===== config.mk =====
export PLATFORM = sky130hd
export DESIGN_NAME = midi_interface
export DESIGN_NICKNAME = d
export VERILOG_FILES = /design/src/rtl/midi_interface.sv
export SDC_FILE = /design/constraint.sdc
export NUM_CORES = 1
export LEC_CHECK = 0
export ABC_AREA = 0
export BUFFER_PORTS_ARGS = -buffer_cell sky130_fd_sc_hd__buf_4
export CAP_MARGIN = 20
export CORE_UTILIZATION = 40
export DETAILED_ROUTE_END_ITERATION = 6
export PLACE_DENSITY = 0.65
export SLEW_MARGIN = 20
export SYNTH_ARGS = -nofsm -noshare
export SYNTH_HDL_FRONTEND = slang
export SYNTH_SLANG_ARGS = --single-unit

===== constraint.sdc =====
create_clock -name clk -period 3.3 [get_ports clk]
set_clock_uncertainty 0.15 [all_clocks]
set_input_delay 0.66 -clock clk [delete_from_list [all_inputs] [get_ports clk]]
set_output_delay 0.66 -clock clk [all_outputs]
set_load 0.05 [all_outputs]

===== src/rtl/midi_interface.sv =====
`default_nettype none
// ============================================================================
//  Module      : midi_interface
//  Description : MIDI input front end. A UART 8N1 receiver feeds a Note On /
//                Note Off parser that keeps running status. The parser emits
//                one-cycle note events and the receiver exposes raw bytes for
//                debug.
//  Revision    : 1.0 - initial release
// ============================================================================
module midi_interface #(
    parameter int CLOCK_FREQ = 100_000_000,
    parameter int BAUD_RATE  = 9600
) (
    input  logic       clk,
    input  logic       reset,
    input  logic       uart_rx,
    output logic [7:0] midi_note,
    output logic       note_on,
    output logic       note_off,
    output logic [7:0] debug_uart_byte,
    output logic       debug_uart_ready
);

    localparam int c_BIT_TICKS  = CLOCK_FREQ / BAUD_RATE;
    localparam int c_HALF_TICKS = c_BIT_TICKS / 2;
    localparam int c_CNT_W      = $clog2(c_BIT_TICKS + 1);

    localparam logic [c_CNT_W-1:0] c_BIT_LAST  = c_CNT_W'(c_BIT_TICKS - 1);
    localparam logic [c_CNT_W-1:0] c_HALF_LAST = c_CNT_W'(c_HALF_TICKS - 1);

    // Receiver states
    localparam logic [1:0] c_RX_IDLE  = 2'd0;
    localparam logic [1:0] c_RX_START = 2'd1;
    localparam logic [1:0] c_RX_DATA  = 2'd2;
    localparam logic [1:0] c_RX_STOP  = 2'd3;

    // Parser states
    localparam logic [1:0] c_P_WAIT_STATUS = 2'd0;
    localparam logic [1:0] c_P_WAIT_NOTE   = 2'd1;
    localparam logic [1:0] c_P_WAIT_VEL    = 2'd2;

    // ------------------------------------------------------------------
    // Receiver signals
    // ------------------------------------------------------------------
    logic               rx_meta_q, rx_sync_q;
    logic [1:0]         rx_state_q, rx_state_d;
    logic [c_CNT_W-1:0] tick_cnt_q, tick_cnt_d;
    logic [2:0]         bit_idx_q, bit_idx_d;
    logic [7:0]         shift_q, shift_d;
    logic               wait_high_q, wait_high_d;
    logic [7:0]         byte_q, byte_d;
    logic               ready_q, ready_d;

    logic w_tick_done;
    logic w_half_done;

    assign w_tick_done = (tick_cnt_q == c_BIT_LAST);
    assign w_half_done = (tick_cnt_q == c_HALF_LAST);

    // Two-flop synchroniser on the asynchronous serial line; idles high.
    always_ff @(posedge clk) begin
        if (!reset) begin
            rx_meta_q <= 1'b1;
            rx_sync_q <= 1'b1;
        end else begin
            rx_meta_q <= uart_rx;
            rx_sync_q <= rx_meta_q;
        end
    end

    // Receiver state and datapath registers.
    always_ff @(posedge clk) begin
        if (!reset) begin
            rx_state_q  <= c_RX_IDLE;
            tick_cnt_q  <= '0;
            bit_idx_q   <= 3'd0;
            shift_q     <= 8'h00;
            wait_high_q <= 1'b0;
            byte_q      <= 8'h00;
            ready_q     <= 1'b0;
        end else begin
            rx_state_q  <= rx_state_d;
            tick_cnt_q  <= tick_cnt_d;
            bit_idx_q   <= bit_idx_d;
            shift_q     <= shift_d;
            wait_high_q <= wait_high_d;
            byte_q      <= byte_d;
            ready_q     <= ready_d;
        end
    end

    // Receiver next-state: start bit qualified at half-bit, 8 data bits, stop bit.
    always_comb begin
        rx_state_d = rx_state_q;
        case (rx_state_q)
            c_RX_IDLE:  if (!wait_high_q && !rx_sync_q) rx_state_d = c_RX_START;
            c_RX_START: if (w_half_done) rx_state_d = rx_sync_q ? c_RX_IDLE : c_RX_DATA;
            c_RX_DATA:  if (w_tick_done && (bit_idx_q == 3'd7)) rx_state_d = c_RX_STOP;
            c_RX_STOP:  if (w_tick_done) rx_state_d = c_RX_IDLE;
            default:    rx_state_d = c_RX_IDLE;
        endcase
    end

    // Receiver datapath: tick counting, LSB-first shifting, stop-bit check.
    always_comb begin
        tick_cnt_d  = tick_cnt_q + 1'b1;
        bit_idx_d   = bit_idx_q;
        shift_d     = shift_q;
        wait_high_d = wait_high_q;
        byte_d      = byte_q;
        ready_d     = 1'b0;
        case (rx_state_q)
            c_RX_IDLE: begin
                tick_cnt_d = '0;
                bit_idx_d  = 3'd0;
                // After a framing error the line must return high before a new start.
                if (rx_sync_q) wait_high_d = 1'b0;
            end
            c_RX_START: begin
                if (w_half_done) tick_cnt_d = '0;
            end
            c_RX_DATA: begin
                if (w_tick_done) begin
                    tick_cnt_d = '0;
                    shift_d    = {rx_sync_q, shift_q[7:1]};
                    bit_idx_d  = bit_idx_q + 3'd1;
                end
            end
            c_RX_STOP: begin
                if (w_tick_done) begin
                    tick_cnt_d = '0;
                    if (rx_sync_q) begin
                        byte_d  = shift_q;
                        ready_d = 1'b1;
                    end else begin
                        wait_high_d = 1'b1;
                    end
                end
            end
            default: tick_cnt_d = '0;
        endcase
    end

    // ------------------------------------------------------------------
    // MIDI parser
    // ------------------------------------------------------------------
    logic [1:0] p_state_q, p_state_d;
    logic       is_on_q, is_on_d;
    logic [6:0] note_q, note_d;
    logic [7:0] midi_note_q, midi_note_d;
    logic       note_on_q, note_on_d;
    logic       note_off_q, note_off_d;

    logic w_is_status;
    logic w_is_realtime;
    logic w_is_note_status;

    assign w_is_status      = byte_q[7];
    assign w_is_realtime    = (byte_q[7:3] == 5'b11111);
    assign w_is_note_status = (byte_q[7:4] == 4'h8) || (byte_q[7:4] == 4'h9);

    // Parser state and event registers.
    always_ff @(posedge clk) begin
        if (!reset) begin
            p_state_q   <= c_P_WAIT_STATUS;
            is_on_q     <= 1'b0;
            note_q      <= 7'd0;
            midi_note_q <= 8'h00;
            note_on_q   <= 1'b0;
            note_off_q  <= 1'b0;
        end else begin
            p_state_q   <= p_state_d;
            is_on_q     <= is_on_d;
            note_q      <= note_d;
            midi_note_q <= midi_note_d;
            note_on_q   <= note_on_d;
            note_off_q  <= note_off_d;
        end
    end

    // Parser next-state; realtime bytes leave state and running status untouched.
    always_comb begin
        p_state_d = p_state_q;
        if (ready_q) begin
            if (w_is_status) begin
                if (w_is_note_status)   p_state_d = c_P_WAIT_NOTE;
                else if (!w_is_realtime) p_state_d = c_P_WAIT_STATUS;
            end else begin
                case (p_state_q)
                    c_P_WAIT_NOTE: p_state_d = c_P_WAIT_VEL;
                    c_P_WAIT_VEL:  p_state_d = c_P_WAIT_NOTE;
                    default:       p_state_d = c_P_WAIT_STATUS;
                endcase
            end
        end
    end

    // Parser outputs: latch message type and note, emit the event on velocity.
    always_comb begin
        is_on_d     = is_on_q;
        note_d      = note_q;
        midi_note_d = midi_note_q;
        note_on_d   = 1'b0;
        note_off_d  = 1'b0;
        if (ready_q) begin
            if (w_is_status) begin
                if (w_is_note_status) is_on_d = byte_q[4];
            end else if (p_state_q == c_P_WAIT_NOTE) begin
                note_d = byte_q[6:0];
            end else if (p_state_q == c_P_WAIT_VEL) begin
                midi_note_d = {1'b0, note_q};
                if (is_on_q && (byte_q[6:0] != 7'd0)) note_on_d  = 1'b1;
                else                                  note_off_d = 1'b1;
            end
        end
    end

    assign midi_note        = midi_note_q;
    assign note_on          = note_on_q;
    assign note_off         = note_off_q;
    assign debug_uart_byte  = byte_q;
    assign debug_uart_ready = ready_q;

endmodule
`default_nettype wire


==> run metrics <==
post-layout util 0.501; pwr dens 507 mW/mm2; final worst-path cycle share 0.653; root buf cell clkbuf_8; post-CTS setup repair buffer count 0; critical path's top delay family compound AO/OA/AOI/OAI gates; Post-DP HPWL 2990 um; Clk Latency, worst-skew pair 340 ps; count of cell types in the netlist 41; Antenna diodes 0; die height 79.6 um; CP required 3350 ps; Die ar. 0.00633 mm2; Post-route DRC 0; Synth Area per Inst 9.55 um2; critical path type flip-flop to flip-flop; CP Launch Type flip-flop; pins over their slew limit 0; Worst Setup End Kind flip-flop; Worst-Margin Slew 697 ps; min Tclk post-route 2150 ps; first-pass GRT wire length 7420 um; status completed; R2R setup slack 1150 ps; Gate Count Post-Synth 252; maximum clock rate 0.464 GHz; Die Wd 79.6 um; MaxCap Viol Count 0; Crit path arrival time 2200 ps; peak supply drop 297 uV; largest net degree at the start of global routing 29; GRT Residual Overflow 0; Hold Buf Count CTS 0; layout cell share with drive strength beyond 1 0.177; routability congestion estimate from global placement 0.791; Worst Path Max Fanout 14; most common flop cell mapped by yosys dfxtp_1; Final Worst Setup Slack 1150 ps; multi-input logic area 0.00117 mm2; final setup violation count 0; vias in the first global route 1549; Port Buffer Count 20; Max H-tree Level 3; nets 278; Yosys Warn Count 0; Syn Nets 258; top post-synthesis cells by area dfxtp_1 48%, mux2i_1 13%, nor2_1 5.6%; Leak 0.985 nW; worst-path cell chain ha_1, nand3_1, nand4b_4, a32oi_2, nor2_1; Pre-antenna DRT Iters 4; leading area contributor after synthesis dfxtp_1; register area share after synthesis 0.483; synthesis-stage register bit count 58; I/O Pins 22; Reg clk slew, reported paths 60 ps; Avg WL per Cell 12.9 um; buffers and inverters on the worst path 0; Sw Ratio 0.213; row cnt 27; via-per-instance ratio 5.09; asr flop ratio synth 0; Hold Fails Final Rpt 0; Net Sw Power 0.000306 W; fillers 544; number of clock buffers inserted by TritonCTS 9; clock share of power 0.495; Reg power frac 0.491; EDFF count, synth 0; Initial Utilization 0.426; CTS Sinks 58; RSZ-0062 raised after global routing false; internal power 0.00113 W; Hold Path Class flip-flop to flip-flop; mapped cell area 0.00241 mm2; GR Util All Layers 0.157; Max stage delay cell, worst path a32oi_2; drt total wl 4500 um; relative slew slack 0.535; via count 1777; detailed router's first-iteration violation count 66; Longest Clk Path Bufs 2; Reg area 0.00116 mm2; TNS Setup 0 ps; initial antenna violation count 0; CTS tree built; slowest stage delay, CP 670 ps; post-synth top area share 0.483; core outline area 0.00564 mm2; area added between synthesis and finish 17.5%; Setup WS pre-CTS 1110 ps; Post-CTS Resized 0; Final ANT Viol Nets 0; logic gate share of total power 0.014
synthesized netlist by cell type, drive strengths merged, types with 2 or more instances:
cell type	n
dfxtp	58
nor2	38
mux2i	32
nand2	29
nand3	11
xnor2	8
clkbuf	7
buf	6
inv	6
nand4	5
nor3	5
a21oi	4
o21ai	4
a31oi	3
ha	3
nand2b	3
nor2b	3
nor4bb	3
and2	2
and4bb	2
o31ai	2
or3	2
xor2	2
routing by layer:
metal	global-route usage	wire (um)	up-vias
met5	0	0	-
met4	0.0600	40	0
met2	0.242	2040	38
li1	-	-	908
met3	0.0800	233	7
met1	0.184	2190	824
layout by cell type (no fill, tap or decap), drive strengths merged, types with 2 or more instances in the layout:
master and instances:
clkinv 3, nor3 5, and2 2, nor2b 3, a31oi 3, nand4 5, nand2 29, buf 22
mux2i 32, nand2b 3, o21ai 4, a21oi 4, nor2 38, or3 2, inv 6, bufinv 2
ha 3, dfxtp 58, clkbuf 9, nor4bb 3, and4bb 2, nand3 11, xor2 2, xnor2 8
clkinvlp 2, o31ai 2
sequential cells by signal (all words and copies together), names as in the netlist, named ones only:
register          flops
bit_idx_q             3
debug_uart_byte       8
debug_uart_ready      1
is_on_q               1
midi_note             7
note_off              1
note_on               1
note_q                7
p_state_q             2
rx_meta_q             1
rx_state_q            1
rx_sync_q             1
shift_q               8
tick_cnt_q           14
wait_high_q           1
cells by family after synthesis:
group,Yosys count,share of synthesized area
AO/OA/AOI/OAI,20,0.0582
XOR/XNOR,10,0.0364
adder cells (fa/ha/maj),3,0.0156
buffers and inverters,19,0.0359
flip-flops,58,0.483
multiplexers,32,0.133
other,1,0.00156
AND/OR/NAND/NOR,109,0.237
power groups by stage:
stage | clock network (W) | logic (W) | registers [W]
after floorplan | 0 | 0.0000182 | 0.000719
after global placement | 0 | 0.0000196 | 0.000720
after detailed placement | 0 | 0.0000195 | 0.000720
after global routing | 0.000769 | 0.0000215 | 0.000704
final | 0.000711 | 0.0000195 | 0.000705
after CTS | 0.000733 | 0.0000196 | 0.000705
stage by stage:
step / power, W / hold slack [ps] / instance area, um2 / std cells
final: 0.00144 / 257 / 2830 / 349
after global routing: 0.00150 / 276 / 2830 / 349
after CTS: 0.00146 / 261 / 2830 / 349
after detailed placement: 0.000740 / 249 / 2610 / 333
after global placement: 0.000740 / 245 / 2610 / 333
after floorplan: 0.000737 / 236 / 2410 / 252
worst register-to-register path, stage by stage, from the launching register on:
cell	delay [ps]
dfxtp_1	360
ha_1	230
nand3_1	130
nand4b_4	360
a32oi_2	670
nor2_1	110
final timing paths:
kind	start	end	cells after the start
worst max-delay path	tick_cnt_q[0]$_SDFF_PN0_	tick_cnt_q[2]$_SDFF_PN0_	5
worst min-delay path	rx_meta_q$_SDFF_PN1_	rx_sync_q$_SDFF_PN1_	1
worst max register to register	tick_cnt_q[0]$_SDFF_PN0_	tick_cnt_q[2]$_SDFF_PN0_	5
worst min register to register	rx_meta_q$_SDFF_PN1_	rx_sync_q$_SDFF_PN1_	1
layout make-up:
type                    count  share of cell area
multi-input cells         175               0.414
flip-flops and latches     58               0.411
repair buffers             22              0.0584
clock buffers               9              0.0438
clock inverters             7              0.0332
well taps                  72              0.0319
inverters                   6             0.00796
(Power assumes the default switching activity.)
